<file path="src/rtl/iqx4_and_time_dbg_pkg.sv">
// Shared types and helpers for the iqx4_and_time AXIS stall/deadlock debug logic.
// Used by the per-stream stall counters and the detector top level.
package iqx4_and_time_dbg_pkg;

    typedef enum logic [1:0] {
        IDLE    = 2'd0,
        COUNT   = 2'd1,
        BLOCKED = 2'd2
    } stall_state_t;

    localparam int EVT_W       = 16;
    localparam int IDX_W       = 3;
    localparam int MAX_STREAMS = 8;

    // Lowest set bit position; zero when no bit is set.
    function automatic logic [IDX_W-1:0] lowest_set_idx(input logic [MAX_STREAMS-1:0] vec);
        logic [IDX_W-1:0] idx;
        idx = {IDX_W{1'b0}};
        for (int i = MAX_STREAMS - 1; i >= 0; i--) begin
            if (vec[i]) begin
                idx = IDX_W'(i);
            end else begin
                idx = idx;
            end
        end
        return idx;
    endfunction

    function automatic logic [EVT_W-1:0] sat_inc_evt(input logic [EVT_W-1:0] val);
        logic [EVT_W-1:0] res;
        if (&val) begin
            res = val;
        end else begin
            res = val + {{(EVT_W-1){1'b0}}, 1'b1};
        end
        return res;
    endfunction

endpackage

</file>
<file path="src/rtl/iqx4_and_time_axis_stall_detector_if.sv">
// tvalid/tready bundle of the iqx4_and_time AXIS streams.
// The detector only ever observes these signals through the monitor modport.
interface iqx4_and_time_axis_stall_detector_if #(
    parameter int N_STREAMS = 3
);
    logic [N_STREAMS-1:0] axis_tvalid;
    logic [N_STREAMS-1:0] axis_tready;

    modport master  (output axis_tvalid, input  axis_tready);
    modport slave   (input  axis_tvalid, output axis_tready);
    modport monitor (input  axis_tvalid, input  axis_tready);
endinterface

</file>
<file path="src/rtl/iqx4_and_time_stall_ctr.sv">
// One stream's stall detector: stall term, IDLE/COUNT/BLOCKED FSM and saturating
// consecutive-stall counter. onset flags the cycle whose edge enters BLOCKED.
module iqx4_and_time_stall_ctr
    import iqx4_and_time_dbg_pkg::*;
#(
    parameter int CNT_W        = 16,
    parameter int STALL_THRESH = 16,
    parameter bit IS_OUT       = 1'b0
) (
    input  logic ap_clk,
    input  logic ap_rst_n,
    input  logic enable,
    input  logic tvalid,
    input  logic tready,
    output logic block,
    output logic onset
);

    localparam logic [CNT_W-1:0] CNT_MAX   = {CNT_W{1'b1}};
    localparam logic [CNT_W-1:0] CNT_ZERO  = {CNT_W{1'b0}};
    localparam logic [CNT_W-1:0] CNT_ONE   = {{(CNT_W-1){1'b0}}, 1'b1};
    localparam logic [CNT_W:0]   THRESH_W  = (CNT_W+1)'(STALL_THRESH);
    localparam bit               THRESH_IS_ONE = (STALL_THRESH == 32'sd1);

    stall_state_t     state_r;
    stall_state_t     state_nxt_s;
    logic [CNT_W-1:0] cnt_r;
    logic [CNT_W-1:0] cnt_nxt_s;
    logic [CNT_W:0]   cnt_inc_s;
    logic [CNT_W-1:0] cnt_sat_s;
    logic             stall_s;

    // An output stalls on backpressure; an input stalls when the core is starved.
    assign stall_s   = IS_OUT ? (tvalid & ~tready) : (tready & ~tvalid);
    assign cnt_inc_s = {1'b0, cnt_r} + {1'b0, CNT_ONE};
    assign cnt_sat_s = cnt_inc_s[CNT_W] ? CNT_MAX : cnt_inc_s[CNT_W-1:0];

    // Next-state and next-count logic; disable forces the idle state.
    always_comb begin
        state_nxt_s = state_r;
        cnt_nxt_s   = cnt_r;
        if (!enable) begin
            state_nxt_s = IDLE;
            cnt_nxt_s   = CNT_ZERO;
        end else if (!stall_s) begin
            state_nxt_s = IDLE;
            cnt_nxt_s   = CNT_ZERO;
        end else begin
            case (state_r)
                IDLE: begin
                    cnt_nxt_s   = CNT_ONE;
                    state_nxt_s = THRESH_IS_ONE ? BLOCKED : COUNT;
                end
                COUNT: begin
                    cnt_nxt_s   = cnt_sat_s;
                    state_nxt_s = (cnt_inc_s >= THRESH_W) ? BLOCKED : COUNT;
                end
                BLOCKED: begin
                    cnt_nxt_s   = cnt_sat_s;
                    state_nxt_s = BLOCKED;
                end
                default: begin
                    cnt_nxt_s   = CNT_ZERO;
                    state_nxt_s = IDLE;
                end
            endcase
        end
    end

    assign onset = (state_nxt_s == BLOCKED) && (state_r != BLOCKED);

    // State, counter and registered block flag.
    always_ff @(posedge ap_clk) begin
        if (!ap_rst_n) begin
            state_r <= IDLE;
            cnt_r   <= CNT_ZERO;
            block   <= 1'b0;
        end else begin
            state_r <= state_nxt_s;
            cnt_r   <= cnt_nxt_s;
            block   <= (state_nxt_s == BLOCKED);
        end
    end

endmodule

</file>
<file path="src/rtl/iqx4_and_time_axis_stall_detector.sv">
// Per-stream AXIS stall detector feeding the deadlock monitor, with sticky flags,
// first-blocked stream capture and a saturating block-onset counter for debug.
module iqx4_and_time_axis_stall_detector
    import iqx4_and_time_dbg_pkg::*;
#(
    parameter int                   N_STREAMS    = 3,
    parameter logic [N_STREAMS-1:0] OUT_MASK     = 3'b110,
    parameter int                   CNT_W        = 16,
    parameter int                   STALL_THRESH = 16
) (
    input  logic                     ap_clk,
    input  logic                     ap_rst_n,
    input  logic                     enable,
    input  logic                     clear_sticky,
    iqx4_and_time_axis_stall_detector_if.monitor axis,
    output logic [N_STREAMS-1:0]     axis_block_sigs,
    output logic [N_STREAMS-1:0]     sticky_block,
    output logic                     first_block_valid,
    output logic [IDX_W-1:0]         first_block_idx,
    output logic [EVT_W-1:0]         block_event_count
);

    logic [N_STREAMS-1:0]   onset_s;
    logic [MAX_STREAMS-1:0] onset_pad_s;
    logic                   any_onset_s;
    logic [IDX_W-1:0]       onset_idx_s;

    for (genvar g = 0; g < N_STREAMS; g++) begin : g_stream
        iqx4_and_time_stall_ctr #(
            .CNT_W        (CNT_W),
            .STALL_THRESH (STALL_THRESH),
            .IS_OUT       (OUT_MASK[g])
        ) u_ctr (
            .ap_clk   (ap_clk),
            .ap_rst_n (ap_rst_n),
            .enable   (enable),
            .tvalid   (axis.axis_tvalid[g]),
            .tready   (axis.axis_tready[g]),
            .block    (axis_block_sigs[g]),
            .onset    (onset_s[g])
        );
    end

    // Widen the onset vector to the priority encoder's fixed width.
    always_comb begin
        onset_pad_s                = {MAX_STREAMS{1'b0}};
        onset_pad_s[N_STREAMS-1:0] = onset_s;
    end

    assign any_onset_s = |onset_s;
    assign onset_idx_s = lowest_set_idx(onset_pad_s);

    // Debug state: a clear and a same-cycle onset resolve in favour of the onset.
    always_ff @(posedge ap_clk) begin
        if (!ap_rst_n) begin
            sticky_block      <= {N_STREAMS{1'b0}};
            first_block_valid <= 1'b0;
            first_block_idx   <= {IDX_W{1'b0}};
            block_event_count <= {EVT_W{1'b0}};
        end else if (clear_sticky) begin
            sticky_block      <= onset_s;
            first_block_valid <= any_onset_s;
            first_block_idx   <= any_onset_s ? onset_idx_s : {IDX_W{1'b0}};
            block_event_count <= any_onset_s ? {{(EVT_W-1){1'b0}}, 1'b1} : {EVT_W{1'b0}};
        end else begin
            sticky_block <= sticky_block | onset_s;
            if (any_onset_s && !first_block_valid) begin
                first_block_valid <= 1'b1;
                first_block_idx   <= onset_idx_s;
            end else begin
                first_block_valid <= first_block_valid;
                first_block_idx   <= first_block_idx;
            end
            if (any_onset_s) begin
                block_event_count <= sat_inc_evt(block_event_count);
            end else begin
                block_event_count <= block_event_count;
            end
        end
    end

endmodule

</file>
<file path="src/flat_wrapper.sv">
// flat-port wrapper written by rule: the top's interface ports become plain ports
module iqx4_and_time_axis_stall_detector_flat import iqx4_and_time_dbg_pkg::*;
#(
    parameter int                   N_STREAMS    = 3,
    parameter logic [N_STREAMS-1:0] OUT_MASK     = 3'b110,
    parameter int                   CNT_W        = 16,
    parameter int                   STALL_THRESH = 16
)
  (ap_clk, ap_rst_n, enable, clear_sticky, axis_block_sigs, sticky_block, first_block_valid, first_block_idx, block_event_count, axis_axis_tvalid, axis_axis_tready);
  iqx4_and_time_axis_stall_detector_if #(.N_STREAMS(N_STREAMS)) axis_i ();
  input  logic ap_clk;
  input  logic ap_rst_n;
  input  logic enable;
  input  logic clear_sticky;
  output logic [N_STREAMS-1:0] axis_block_sigs;
  output logic [N_STREAMS-1:0] sticky_block;
  output logic first_block_valid;
  output logic [IDX_W-1:0] first_block_idx;
  output logic [EVT_W-1:0] block_event_count;
  input wire logic [$bits(axis_i.axis_tvalid)-1:0] axis_axis_tvalid;
  input wire logic [$bits(axis_i.axis_tready)-1:0] axis_axis_tready;
  assign axis_i.axis_tvalid = axis_axis_tvalid;
  assign axis_i.axis_tready = axis_axis_tready;
  iqx4_and_time_axis_stall_detector #(.N_STREAMS(N_STREAMS), .OUT_MASK(OUT_MASK), .CNT_W(CNT_W), .STALL_THRESH(STALL_THRESH)) u_core (.ap_clk(ap_clk), .ap_rst_n(ap_rst_n), .enable(enable), .clear_sticky(clear_sticky), .axis(axis_i), .axis_block_sigs(axis_block_sigs), .sticky_block(sticky_block), .first_block_valid(first_block_valid), .first_block_idx(first_block_idx), .block_event_count(block_event_count));
endmodule
</file>
<file path="config.mk">
export PLATFORM = sky130hd
export DESIGN_NAME = iqx4_and_time_axis_stall_detector_flat
export DESIGN_NICKNAME = d
export VERILOG_FILES = /design/src/rtl/iqx4_and_time_dbg_pkg.sv /design/src/rtl/iqx4_and_time_axis_stall_detector_if.sv /design/src/rtl/iqx4_and_time_stall_ctr.sv /design/src/rtl/iqx4_and_time_axis_stall_detector.sv /design/src/flat_wrapper.sv
export SDC_FILE = /design/constraint.sdc
export NUM_CORES = 1
export LEC_CHECK = 0
export BUFFER_PORTS_ARGS = -buffer_cell sky130_fd_sc_hd__buf_4
export CELL_PAD_IN_SITES_DETAIL_PLACEMENT = 0
export CELL_PAD_IN_SITES_GLOBAL_PLACEMENT = 1
export CORE_ASPECT_RATIO = 1.1
export CORE_MARGIN = 3
export CORE_UTILIZATION = 42
export CTS_BUF_LIST = sky130_fd_sc_hd__clkbuf_4
export DETAILED_ROUTE_END_ITERATION = 7
export PLACE_DENSITY = 0.78
export SLEW_MARGIN = 0
export SYNTH_ARGS = -nofsm -noshare
export SYNTH_HDL_FRONTEND = slang
export SYNTH_SLANG_ARGS = --single-unit
</file>
<file path="constraint.sdc">
create_clock -name ap_clk -period 3.3 [get_ports ap_clk]
set_clock_uncertainty 0.1 [all_clocks]
set_input_delay 0.495 -clock ap_clk [delete_from_list [all_inputs] [get_ports ap_clk]]
set_output_delay 0.495 -clock ap_clk [all_outputs]
set_load 0.01 [all_outputs]
</file>
==> results.sh <==
export IMPL_ir_drop_mv=0.180
export IMPL_via_count=4020
export IMPL_dp_slack_ps=-1.71
export IMPL_core_area_um2=10100
export IMPL_place_hpwl_um=7040
export IMPL_end_kind="flip-flop"
export IMPL_drt_iter0_drc=130
export IMPL_r2r_start="u_core.g_stream[2].u_ctr.cnt_r[1]$_SDFF_PN0_"
export IMPL_ys_async_sr_fraction_pct=0
export IMPL_min_period_ps=3210
export IMPL_wl_per_cell_um=14.3
export IMPL_ff2ff_path_depth=10
export IMPL_path_class="flip-flop to flip-flop"
export IMPL_postRouteAntennaNets=0
export IMPL_cp_max_fo=15
export IMPL_synth_nets=562
export IMPL_drive_gt1_share_pct=19.7
export IMPL_syn_inst=533
export IMPL_hold_violations=0
export IMPL_required_ps=3570
export IMPL_cts_tree="done"
export IMPL_status="finished, final reports clean"
export IMPL_setup_violations=0
export IMPL_port_buffers=34
export IMPL_num_antenna_cells=0
export IMPL_rrSetupSlack_ps=90
export IMPL_wl_um=10400
export IMPL_numCtsBuffers=9
export IMPL_ys_types=64
export IMPL_ys_seq_area_share_pct=35.6
export IMPL_p_leak_nw=1.91
export IMPL_yosysWarnings=0
export IMPL_syn_area_per_cell_um2=8.33
export IMPL_htreeDepth=3
export IMPL_fmaxAchievable_ghz=0.312
export IMPL_antenna_found_initial=0
export IMPL_cp_start_kind="flip-flop"
export IMPL_grt_pass1_vias=3710
export IMPL_clkTransAtPathRegs_ps=130
export IMPL_rows=38
export IMPL_relSlewSlack_pct=57.2
export IMPL_cp_arrival_ps=3480
export IMPL_slew_violations=0
export IMPL_hold_class="input pin to flip-flop"
export IMPL_clock_path_buffers=2
export IMPL_die_height_um=114
export IMPL_syn_to_final_growth_pct=18.2
export IMPL_r2r_end="u_core.block_event_count[11]$_SDFFE_PN0P_"
export IMPL_die_w_um=104
export IMPL_ys_seq_elements=79
export IMPL_synth_ff_type="dfxtp_1"
export IMPL_die_area_um2=11800
export IMPL_synth_edf_count=0
export IMPL_layout_setup_ws_ps=92.3
export IMPL_tightest_slew_ps=641
export IMPL_gr_total_overflow=0
export IMPL_gp_congestion=0.811
export IMPL_track_usage_pct=17.1
export IMPL_start_util_pct=44.0
export IMPL_drc_errors=0
export IMPL_grt_max_degree=35
export IMPL_final_period_utilization_pct=97.2
export IMPL_cts_sinks=79
export IMPL_grt_pass1_wl_um=16900
export IMPL_insertion_delay_ps=430
export IMPL_worstSetupStartpoint="u_core.g_stream[2].u_ctr.cnt_r[1]$_SDFF_PN0_"
export IMPL_whs_ps=248
export IMPL_drv_cap=0
export IMPL_boundaryPins=36
export IMPL_cts_root_buf="clkbuf_4"
export IMPL_power_density_nw_per_um2=316
export IMPL_synth_area_um2=4440
export IMPL_dr_pass1_iters=5
export IMPL_viasPerCell=5.56
export IMPL_crit_end="u_core.block_event_count[11]$_SDFFE_PN0P_"
export IMPL_nets=608
export IMPL_total_power_mw=1.66
## cell usage after synthesis, types with 4 or more instances
cell,instances,area share [%]
and4_1,4,0.79
or4_1,11,1.9
a21oi_1,59,6.7
inv_1,19,1.6
o31ai_1,11,1.9
nor3_1,11,1.2
o211ai_1,4,0.68
buf_4,5,0.85
xnor2_1,21,4.1
dfxtp_1,79,36
nand3_1,34,3.8
nor2_1,41,3.5
ha_1,19,5.4
o21ai_0,6,0.68
or3_1,4,0.56
nand4_1,13,1.8
nand2b_1,5,0.70
nor3b_1,6,1.0
nand2_1,47,4.0
mux2i_1,9,2.0
buf_2,6,0.68
nor4_1,11,1.6
xor2_1,14,2.8
and2_1,4,0.56
and3_1,19,2.7
clkbuf_1,16,1.4
## repair_timing
action / 4_1_cts / 5_1_grt
setup buffers: 0 / 6
gates resized for setup: 2 / 26
pin swaps: 0 / 4
gates cloned: 0 / 3
hold buffers: 0 / 0
setup endpoints to repair: 7 / 19
## sequential cells by signal (all words and copies together), names as in the netlist
name and flops:
u_core.block_event_count 16, u_core.g_stream.u_ctr.state_r 6, u_core.sticky_block 3, u_core.first_block_valid 1, u_core.g_stream.u_ctr.cnt_r 48, u_core.g_stream.u_ctr.block 3
u_core.first_block_idx 2
## report_power, final
group          switching (mW)  leakage [nW]  internal, mW  total (mW)
clock                   0.353        0.0859         0.302       0.655
combinational          0.0277          1.18        0.0165      0.0443
sequential            0.00247         0.640         0.954       0.957
## cell families after synthesis
logic type / Yosys count / synth area share [%]
AO/OA/AOI/OAI: 116 / 17.3
XOR/XNOR: 35 / 6.91
adder cells (fa/ha/maj): 19 / 5.36
buffers and inverters: 47 / 4.74
flip-flops: 79 / 35.6
multiplexers: 10 / 2.28
other: 1 / 0.0845
AND/OR/NAND/NOR: 226 / 27.7
## worst min path at each step
stage	start	to	slack (ps)	cells after the start
5_1_grt	clear_sticky	u_core.sticky_block[1]$_SDFF_PN0_	230	3
2_1_floorplan	u_core.sticky_block[0]$_SDFF_PN0_	u_core.sticky_block[0]$_SDFF_PN0_	380	2
4_1_cts	clear_sticky	u_core.sticky_block[1]$_SDFF_PN0_	220	3
3_3_place_gp	u_core.sticky_block[1]$_SDFF_PN0_	u_core.sticky_block[1]$_SDFF_PN0_	370	2
6_report	axis_axis_tready[1]	u_core.g_stream[1].u_ctr.cnt_r[5]$_SDFF_PN0_	250	4
3_5_place_dp	u_core.sticky_block[1]$_SDFF_PN0_	u_core.sticky_block[1]$_SDFF_PN0_	380	2
## through the flow
stage | area [um2] | instances | utilization [%] | setup TNS [ps]
floorplan | 4440 | 533 | - | 0
global placement | 4890 | 699 | 48.5 | 0
detailed placement | 4890 | 699 | 48.5 | -1.71
CTS | 5040 | 714 | 50.0 | 0
global route | 5240 | 723 | 52.0 | -81.4
finish | 5240 | 723 | 52.0 | 0
## worst max-delay path, stage by stage (launching register included)
cell       delay [ps]
dfxtp_4           390
ha_4              150
nand3_2           120
nor4_4            330
mux2i_1           290
a2111oi_2         100
a31o_1            250
or4b_4            540
o311a_4           210
or4_1             510
a21oi_1           150
## final cells by class
cell class	instances	area [um2]
Fill cell	1003	4840
Multi-Input combinational cell	410	2800
Sequential cell	79	1600
Timing Repair Buffer	60	450
Tap cell	140	175
Clock inverter	6	83.8
Inverter	19	71.3
Clock buffer	9	67.6
## cells in the final DEF (no fill, tap or decap), types with 7 or more instances in the layout
cell type  synthesis  final
nor2_1            41     41
or4_1             11     10
nor3_1            11     10
and3_1            19     19
buf_4              5     60
ha_1              19     18
nand2_1           47     47
o31ai_1           11     11
inv_1             19     19
mux2i_1            9      9
nor4_1            11      7
dfxtp_1           79     72
xor2_1            14     14
nand4_1           13     13
nand3_1           34     32
clkbuf_4           0      9
a21oi_1           59     57
xnor2_1           21     21
## routing by layer
layer  up-vias  share of wire (%)  GRT usage [%]
met4         0                1.2           6.38
met3        12                3.3           3.96
met5         -                  0              0
met2        53                 49           29.6
li1       2042                  -              -
met1      1913                 46           20.7
Power figures use the tool's default switching activity.
